File: src/rtl/riscv_wb_pkg.sv
// Shared constants and writeback-source decode for the memory-response/writeback stage.
package riscv_wb_pkg;

    localparam logic [6:0] OPC_LUI       = 7'b0110111;
    localparam logic [6:0] OPC_AUIPC     = 7'b0010111;
    localparam logic [6:0] OPC_OP_IMM    = 7'b0010011;
    localparam logic [6:0] OPC_OP        = 7'b0110011;
    localparam logic [6:0] OPC_OP_IMM_32 = 7'b0011011;
    localparam logic [6:0] OPC_OP_32     = 7'b0111011;
    localparam logic [6:0] OPC_JAL       = 7'b1101111;
    localparam logic [6:0] OPC_JALR      = 7'b1100111;
    localparam logic [6:0] OPC_LOAD      = 7'b0000011;

    localparam logic [2:0] F3_LB  = 3'b000;
    localparam logic [2:0] F3_LH  = 3'b001;
    localparam logic [2:0] F3_LW  = 3'b010;
    localparam logic [2:0] F3_LD  = 3'b011;
    localparam logic [2:0] F3_LBU = 3'b100;
    localparam logic [2:0] F3_LHU = 3'b101;
    localparam logic [2:0] F3_LWU = 3'b110;

    typedef enum logic [2:0] {
        WB_NONE = 3'd0,
        WB_ALU  = 3'd1,
        WB_MEM  = 3'd2,
        WB_PC4  = 3'd3,
        WB_IMM  = 3'd4
    } wb_sel_e;

    // The *-32 opcodes only exist on RV64; on RV32 they never write rd.
    function automatic wb_sel_e wb_sel_decode(input logic [6:0] opcode, input logic is_rv64);
        wb_sel_e sel;
        case (opcode)
            OPC_LUI:                        sel = WB_IMM;
            OPC_AUIPC, OPC_OP_IMM, OPC_OP:  sel = WB_ALU;
            OPC_OP_IMM_32, OPC_OP_32:       sel = is_rv64 ? WB_ALU : WB_NONE;
            OPC_JAL, OPC_JALR:              sel = WB_PC4;
            OPC_LOAD:                       sel = WB_MEM;
            default:                        sel = WB_NONE;
        endcase
        return sel;
    endfunction

endpackage

File: src/rtl/wb_load_align.sv
// Load-data alignment and sign/zero extension; low offset bits below the access size are ignored.
module wb_load_align
    import riscv_wb_pkg::*;
#(
    parameter int XLEN = 32
) (
    input  logic [XLEN-1:0]             rdata,
    input  logic [$clog2(XLEN/8)-1:0]   off,
    input  logic [2:0]                  funct3,
    output logic [XLEN-1:0]             data,
    output logic                        legal
);

    logic [5:0]  off_s;
    logic [5:0]  byte_sh_s;
    logic [5:0]  half_sh_s;
    logic [5:0]  word_sh_s;
    logic [7:0]  byte_s;
    logic [15:0] half_s;
    logic [31:0] word_s;

    // Extract the addressed lane and extend it to XLEN
    always_comb begin
        off_s     = 6'(off);
        byte_sh_s = off_s << 3'd3;
        half_sh_s = {off_s[5:1], 1'b0} << 3'd3;
        word_sh_s = {off_s[5:2], 2'b00} << 3'd3;
        byte_s    = 8'(rdata >> byte_sh_s);
        half_s    = 16'(rdata >> half_sh_s);
        word_s    = 32'(rdata >> word_sh_s);
        data      = {XLEN{1'b0}};
        legal     = 1'b1;
        case (funct3)
            F3_LB:  data = XLEN'($signed(byte_s));
            F3_LBU: data = XLEN'(byte_s);
            F3_LH:  data = XLEN'($signed(half_s));
            F3_LHU: data = XLEN'(half_s);
            F3_LW:  data = XLEN'($signed(word_s));
            F3_LWU: begin
                legal = (XLEN == 64);
                data  = (XLEN == 64) ? XLEN'(word_s) : {XLEN{1'b0}};
            end
            F3_LD: begin
                legal = (XLEN == 64);
                data  = (XLEN == 64) ? rdata : {XLEN{1'b0}};
            end
            default: begin
                legal = 1'b0;
                data  = {XLEN{1'b0}};
            end
        endcase
    end

endmodule

File: src/rtl/wb_pipe_stage.sv
// Memory-response/writeback stage: MEM_LAT-deep instruction pipeline, load alignment,
// register-file write port, load-use hazard detection and retired-instruction counter.
module wb_pipe_stage
    import riscv_wb_pkg::*;
#(
    parameter int XLEN    = 32,
    parameter int MEM_LAT = 1
) (
    input  logic            clk,
    input  logic            rst,
    input  logic            stall,
    input  logic            flush,
    input  logic            in_valid,
    input  logic [31:0]     in_inst,
    input  logic [XLEN-1:0] in_alu,
    input  logic [XLEN-1:0] in_pc4,
    input  logic [XLEN-1:0] in_imm,
    input  logic [XLEN-1:0] mem_rdata,
    input  logic [4:0]      haz_rs1,
    input  logic [4:0]      haz_rs2,
    output logic            wb_en,
    output logic [4:0]      wb_addr,
    output logic [XLEN-1:0] wb_data,
    output logic            load_hazard,
    output logic [63:0]     instret
);

    localparam int HEAD = MEM_LAT - 1;
    localparam int OFFW = $clog2(XLEN / 8);

    logic            valid_r [MEM_LAT];
    logic [31:0]     inst_r  [MEM_LAT];
    logic [XLEN-1:0] alu_r   [MEM_LAT];
    logic [XLEN-1:0] pc4_r   [MEM_LAT];
    logic [XLEN-1:0] imm_r   [MEM_LAT];
    logic [63:0]     instret_r;

    logic [6:0]      head_op_s;
    logic [4:0]      head_rd_s;
    logic [2:0]      head_f3_s;
    logic [16:0]     unused_inst_s;
    wb_sel_e         wb_sel_s;
    logic [XLEN-1:0] sel_data_s;
    logic            sel_legal_s;
    logic [XLEN-1:0] load_data_s;
    logic            load_legal_s;
    logic            hazard_s;

    // Entry pipeline and retire counter; flush never kills the head
    always_ff @(posedge clk) begin
        if (rst) begin
            for (int i = 0; i < MEM_LAT; i++) begin
                valid_r[i] <= 1'b0;
                inst_r[i]  <= 32'd0;
                alu_r[i]   <= {XLEN{1'b0}};
                pc4_r[i]   <= {XLEN{1'b0}};
                imm_r[i]   <= {XLEN{1'b0}};
            end
            instret_r <= 64'd0;
        end else if (stall) begin
            if (flush) begin
                for (int i = 0; i < HEAD; i++) begin
                    valid_r[i] <= 1'b0;
                end
            end
        end else begin
            valid_r[0] <= in_valid & ~flush;
            inst_r[0]  <= in_inst;
            alu_r[0]   <= in_alu;
            pc4_r[0]   <= in_pc4;
            imm_r[0]   <= in_imm;
            for (int i = 1; i < MEM_LAT; i++) begin
                valid_r[i] <= valid_r[i-1] & ~flush;
                inst_r[i]  <= inst_r[i-1];
                alu_r[i]   <= alu_r[i-1];
                pc4_r[i]   <= pc4_r[i-1];
                imm_r[i]   <= imm_r[i-1];
            end
            if (valid_r[HEAD]) begin
                instret_r <= instret_r + 64'd1;
            end
        end
    end

    assign head_op_s     = inst_r[HEAD][6:0];
    assign head_rd_s     = inst_r[HEAD][11:7];
    assign head_f3_s     = inst_r[HEAD][14:12];
    assign unused_inst_s = inst_r[HEAD][31:15];
    assign instret       = instret_r;

    wb_load_align #(.XLEN(XLEN)) u_load_align (
        .rdata  (mem_rdata),
        .off    (alu_r[HEAD][OFFW-1:0]),
        .funct3 (head_f3_s),
        .data   (load_data_s),
        .legal  (load_legal_s)
    );

    // Writeback source select and write-port gating
    always_comb begin
        wb_sel_s    = wb_sel_decode(head_op_s, XLEN == 64);
        sel_data_s  = {XLEN{1'b0}};
        sel_legal_s = 1'b1;
        case (wb_sel_s)
            WB_ALU: sel_data_s = alu_r[HEAD];
            WB_PC4: sel_data_s = pc4_r[HEAD];
            WB_IMM: sel_data_s = imm_r[HEAD];
            WB_MEM: begin
                sel_data_s  = load_data_s;
                sel_legal_s = load_legal_s;
            end
            default: sel_legal_s = 1'b0;
        endcase
        if (rst || !valid_r[HEAD]) begin
            wb_en   = 1'b0;
            wb_addr = 5'd0;
            wb_data = {XLEN{1'b0}};
        end else begin
            wb_en   = ~stall & sel_legal_s & (head_rd_s != 5'd0);
            wb_addr = head_rd_s;
            wb_data = sel_legal_s ? sel_data_s : {XLEN{1'b0}};
        end
    end

    // Load-use hazard across every in-flight entry, head included
    always_comb begin
        hazard_s = 1'b0;
        for (int i = 0; i < MEM_LAT; i++) begin
            hazard_s = hazard_s |
                (valid_r[i] && (inst_r[i][6:0] == OPC_LOAD) && (inst_r[i][11:7] != 5'd0) &&
                 (((haz_rs1 != 5'd0) && (haz_rs1 == inst_r[i][11:7])) ||
                  ((haz_rs2 != 5'd0) && (haz_rs2 == inst_r[i][11:7]))));
        end
        load_hazard = hazard_s & ~rst;
    end

endmodule

File: config.mk
export PLATFORM = sky130hd
export DESIGN_NAME = wb_pipe_stage
export DESIGN_NICKNAME = d
export VERILOG_FILES = /design/src/rtl/riscv_wb_pkg.sv /design/src/rtl/wb_load_align.sv /design/src/rtl/wb_pipe_stage.sv
export SDC_FILE = /design/constraint.sdc
export NUM_CORES = 1
export LEC_CHECK = 0
export ABC_AREA = 1
export CAP_MARGIN = 0
export CORE_ASPECT_RATIO = 0.9
export CORE_MARGIN = 3
export CORE_UTILIZATION = 40
export DETAILED_ROUTE_END_ITERATION = 12
export HOLD_SLACK_MARGIN = 0.05
export PLACE_DENSITY = 0.66
export SYNTH_ARGS = -nofsm -noshare
export SYNTH_HDL_FRONTEND = slang
export SYNTH_HIERARCHICAL = 1
export SYNTH_SLANG_ARGS = --single-unit
File: constraint.sdc
create_clock -name clk -period 5.7 [get_ports clk]
set_input_delay 1.14 -clock clk [delete_from_list [all_inputs] [get_ports clk]]
set_output_delay 1.14 -clock clk [all_outputs]
set_load 0.05 [all_outputs]
==> qor.csv <==
stage,metric,value,unit
run,max cap viols,0,
placement,Final HPWL DP,23800,um
timing,Hold Fails Final Rpt,0,
drt,WL per Instance,16.0,um
synth,Ys Warns,6,
power_and_ir_drop,Pwr Density,218,mW/mm^2
synth,synth cell count leaders,"nor2_1 (341), nand2_1 (309), inv_1 (258)",
floorplan,Die Ht,159,um
synth,"Primary FF master, synth",edfxtp_1,
cts,Post-CTS Setup Bufs,0,
floorplan,die footprint,0.0279,mm^2
placement,routability cong.,0.920,
global_route,largest net degree at the start of global routing,84,
cts,CTS HTree Levels,4,
drt,detailed-route via count,10200,
synth,#FFs+latches synth,176,
floorplan,core area,0.0253,mm^2
synth,synthesized area per cell,7.08,um^2
power_and_ir_drop,Logic pwr share,11.7,%
global_route,gr usage total,23.2,%
synth,Cell variety after synth,40,
worst_setup_path,Setup CP Type,primary input to primary output,
timing,fin crit share,85.1,%
synth,cell area after synthesis,0.0104,mm^2
floorplan,initial core utilization,41.0,%
timing,actual slew at the worst max-slew pin,920,ps
synth,syn_nets,1641,
drt,DRT iter0 DRCs,922,
cts,worst skew pair latency,440,ps
cts,total CTS buffers,17,
cts,CTS Root Cell,clkbuf_16,
timing,final setup violation count,0,
timing,fmax,206,MHz
power_and_ir_drop,"Power, Total",3.01,mW
drt,final antenna-violating net count,0,
global_route,antenna violations before repair,4,
synth,register area share after synthesis,44.8,%
status,outcome,"complete, no violations",
synth,Cells after Synth,1465,
cts,hold buffer count at cts,0,
floorplan,io pins,278,
synth,share of synthesized registers carrying an async set or reset,0,%
cts,CTS max path bufs,2,
timing,Slew Limit Fails,0,
power_and_ir_drop,Int Pwr,2.22,mW
synth,top cell type's share of synthesized area,32.4,%
drt,final wirelength,32900,um
floorplan,row cnt,55,
cells_and_area,layout cells sized above 1,6.34,%
worst_setup_path,"Req. time, crit path",4560,ps
synth,Post-synth EDFFs,112,
cts,"CTS clk-pin slew, worst paths",80,ps
power_and_ir_drop,P_leak,5.98,nW
worst_setup_path,worst-path fanout max,6,
worst_setup_path,startpoint types,primary input,
synth,most frequent cell after synthesis,nor2_1,
global_route,gr ovfl total,0,
power_and_ir_drop,clock group share of total power,39.8,%
cells_and_area,NumNets Final,1882,
power_and_ir_drop,Worst VDD drop,0.157,mV
power_and_ir_drop,sw frac,26.1,%
timing,Worst Skew,15.1,ps
worst_setup_path,critical path arrival,3710,ps
worst_setup_path,Crit. End Element,primary output,
power_and_ir_drop,Sw Pwr,0.786,mW
placement,post-placement cell count,2029,
cts,CTS tree,yes,
global_route,global-route wire length before repair,51900,um
cells_and_area,final std cells w/o fill,2063,
cts,clock sink count,176,
placement,number of port buffers,260,
timing,RSZ-0062 raised after global routing,no,
synth,Yosys top cell by area,edfxtp_1,
synth,"top cells by area, synth","edfxtp_1 (32%), dfxtp_1 (12%), nor2_1 (12%), nand2_1 (11%), inv_1 (9.3%)",
cts,post-CTS resize count,0,
drt,DRC,0,
power_and_ir_drop,Reg power frac,48.5,%
timing,Max-slew headroom,38.6,%
worst_hold_path,HP Class,register to register,
timing,Tmin final,4850,ps
drt,via density per instance,4.95,
cells_and_area,Area growth syn-to-layout,33.3,%
global_route,vias in the first global route,9796,
floorplan,Die Span X,176,um
drt,drt pass-1 iters,5,
timing,Setup TNS Final,0,ps
power by group through the flow:
| stage | clock (mW) | combinational, mW | sequential [mW] |
|---|---|---|---|
| 5_1_grt | 1.27 | 0.389 | 1.47 |
| 3_5_place_dp | 0 | 0.348 | 1.49 |
| 2_1_floorplan | 0 | 0.189 | 1.48 |
| 6_report | 1.20 | 0.351 | 1.46 |
| 3_3_place_gp | 0 | 0.344 | 1.48 |
| 4_1_cts | 1.22 | 0.352 | 1.46 |
worst max-delay path, cell delays in order:
cell,delay [ps]
clkdlybuf4s50_1,450
nor2_1,380
inv_1,220
a31oi_1,310
nand2_1,90
a31oi_1,250
clkdlybuf4s50_1,870
worst paths after layout:
check,endpoint,startpoint,slack [ps],cells after the start
hold / removal,instret[19]$_SDFFE_PP0P_,instret[19]$_SDFFE_PP0P_,500,1
setup reg to reg,instret[60]$_SDFFE_PP0P_,instret[1]$_SDFFE_PP0P_,3740,10
hold reg to reg,instret[19]$_SDFFE_PP0P_,instret[19]$_SDFFE_PP0P_,500,1
setup / recovery,wb_en,rst,850,7
cell type report:
class | instances | area, um^2
antenna | 2 | 5.00
timing repair buffer | 270 | 2680
inverter | 265 | 995
tap | 342 | 428
clock buffer | 19 | 464
clock inverter | 13 | 126
fill | 2486 | 11500
multi-input combinational | 976 | 4490
sequential | 176 | 4640
metal layers:
layer / GRT usage, % / part of all wire (%) / vias to the layer above / wire (um)
li1: - / - / 5058 / -
met1: 31.3 / 44 / 4737 / 14500
met2: 38.0 / 47 / 383 / 15500
met3: 4.59 / 6.9 / 37 / 2280
met4: 6.37 / 1.7 / 4 / 575
met5: 0 / 0.079 / - / 26
flip-flops by register name (all words and copies together) (netlist names):
| signal | cells |
|---|---|
| alu_r | 32 |
| imm_r | 32 |
| inst_r | 15 |
| instret | 64 |
| pc4_r | 32 |
| valid_r | 1 |
cell usage in the layout (no fill, tap or decap), drive strengths merged, types with 4 or more instances in the layout:
| master | netlist | routed |
|---|---|---|
| a211oi | 32 | 32 |
| a21oi | 37 | 37 |
| a31oi | 4 | 4 |
| buf | 30 | 10 |
| clkbuf | 18 | 19 |
| clkdlybuf4s50 | 0 | 260 |
| dfxtp | 64 | 64 |
| edfxtp | 112 | 112 |
| inv | 265 | 275 |
| nand2 | 327 | 327 |
| nand3 | 107 | 107 |
| nand4 | 25 | 25 |
| nor2 | 369 | 369 |
| nor3 | 15 | 15 |
| nor4 | 5 | 5 |
| o21ai | 32 | 32 |
| xor2 | 10 | 10 |
metrics by stage:
| stage | util (%) | hold WS, ps | area (um^2) | setup WS (ps) |
|---|---|---|---|---|
| finish | 54.6 | 501 | 13800 | 851 |
| global route | 54.6 | 521 | 13800 | 754 |
| floorplan | - | 605 | 10400 | 1100 |
| detailed placement | 52.3 | 481 | 13200 | 916 |
| global placement | 52.3 | 475 | 13200 | 924 |
| CTS | 54.6 | 503 | 13800 | 902 |
cells by family (layout without fill, tap and decap cells):
logic type                 after synthesis  after routing  share of synthesized area (%)
and+or+nand+nor                        856            856                           35.9
buffers and inverters                  313            567                           12.2
DFF                                    176            176                           44.8
AOI/OAI and AO/OA                      107            107                           6.06
xor gates and xnor gates                12             12                           1.01
adders and majority gates                1              1                          0.121
other                                    0              2                              0
Power figures use the tool's default switching activity.
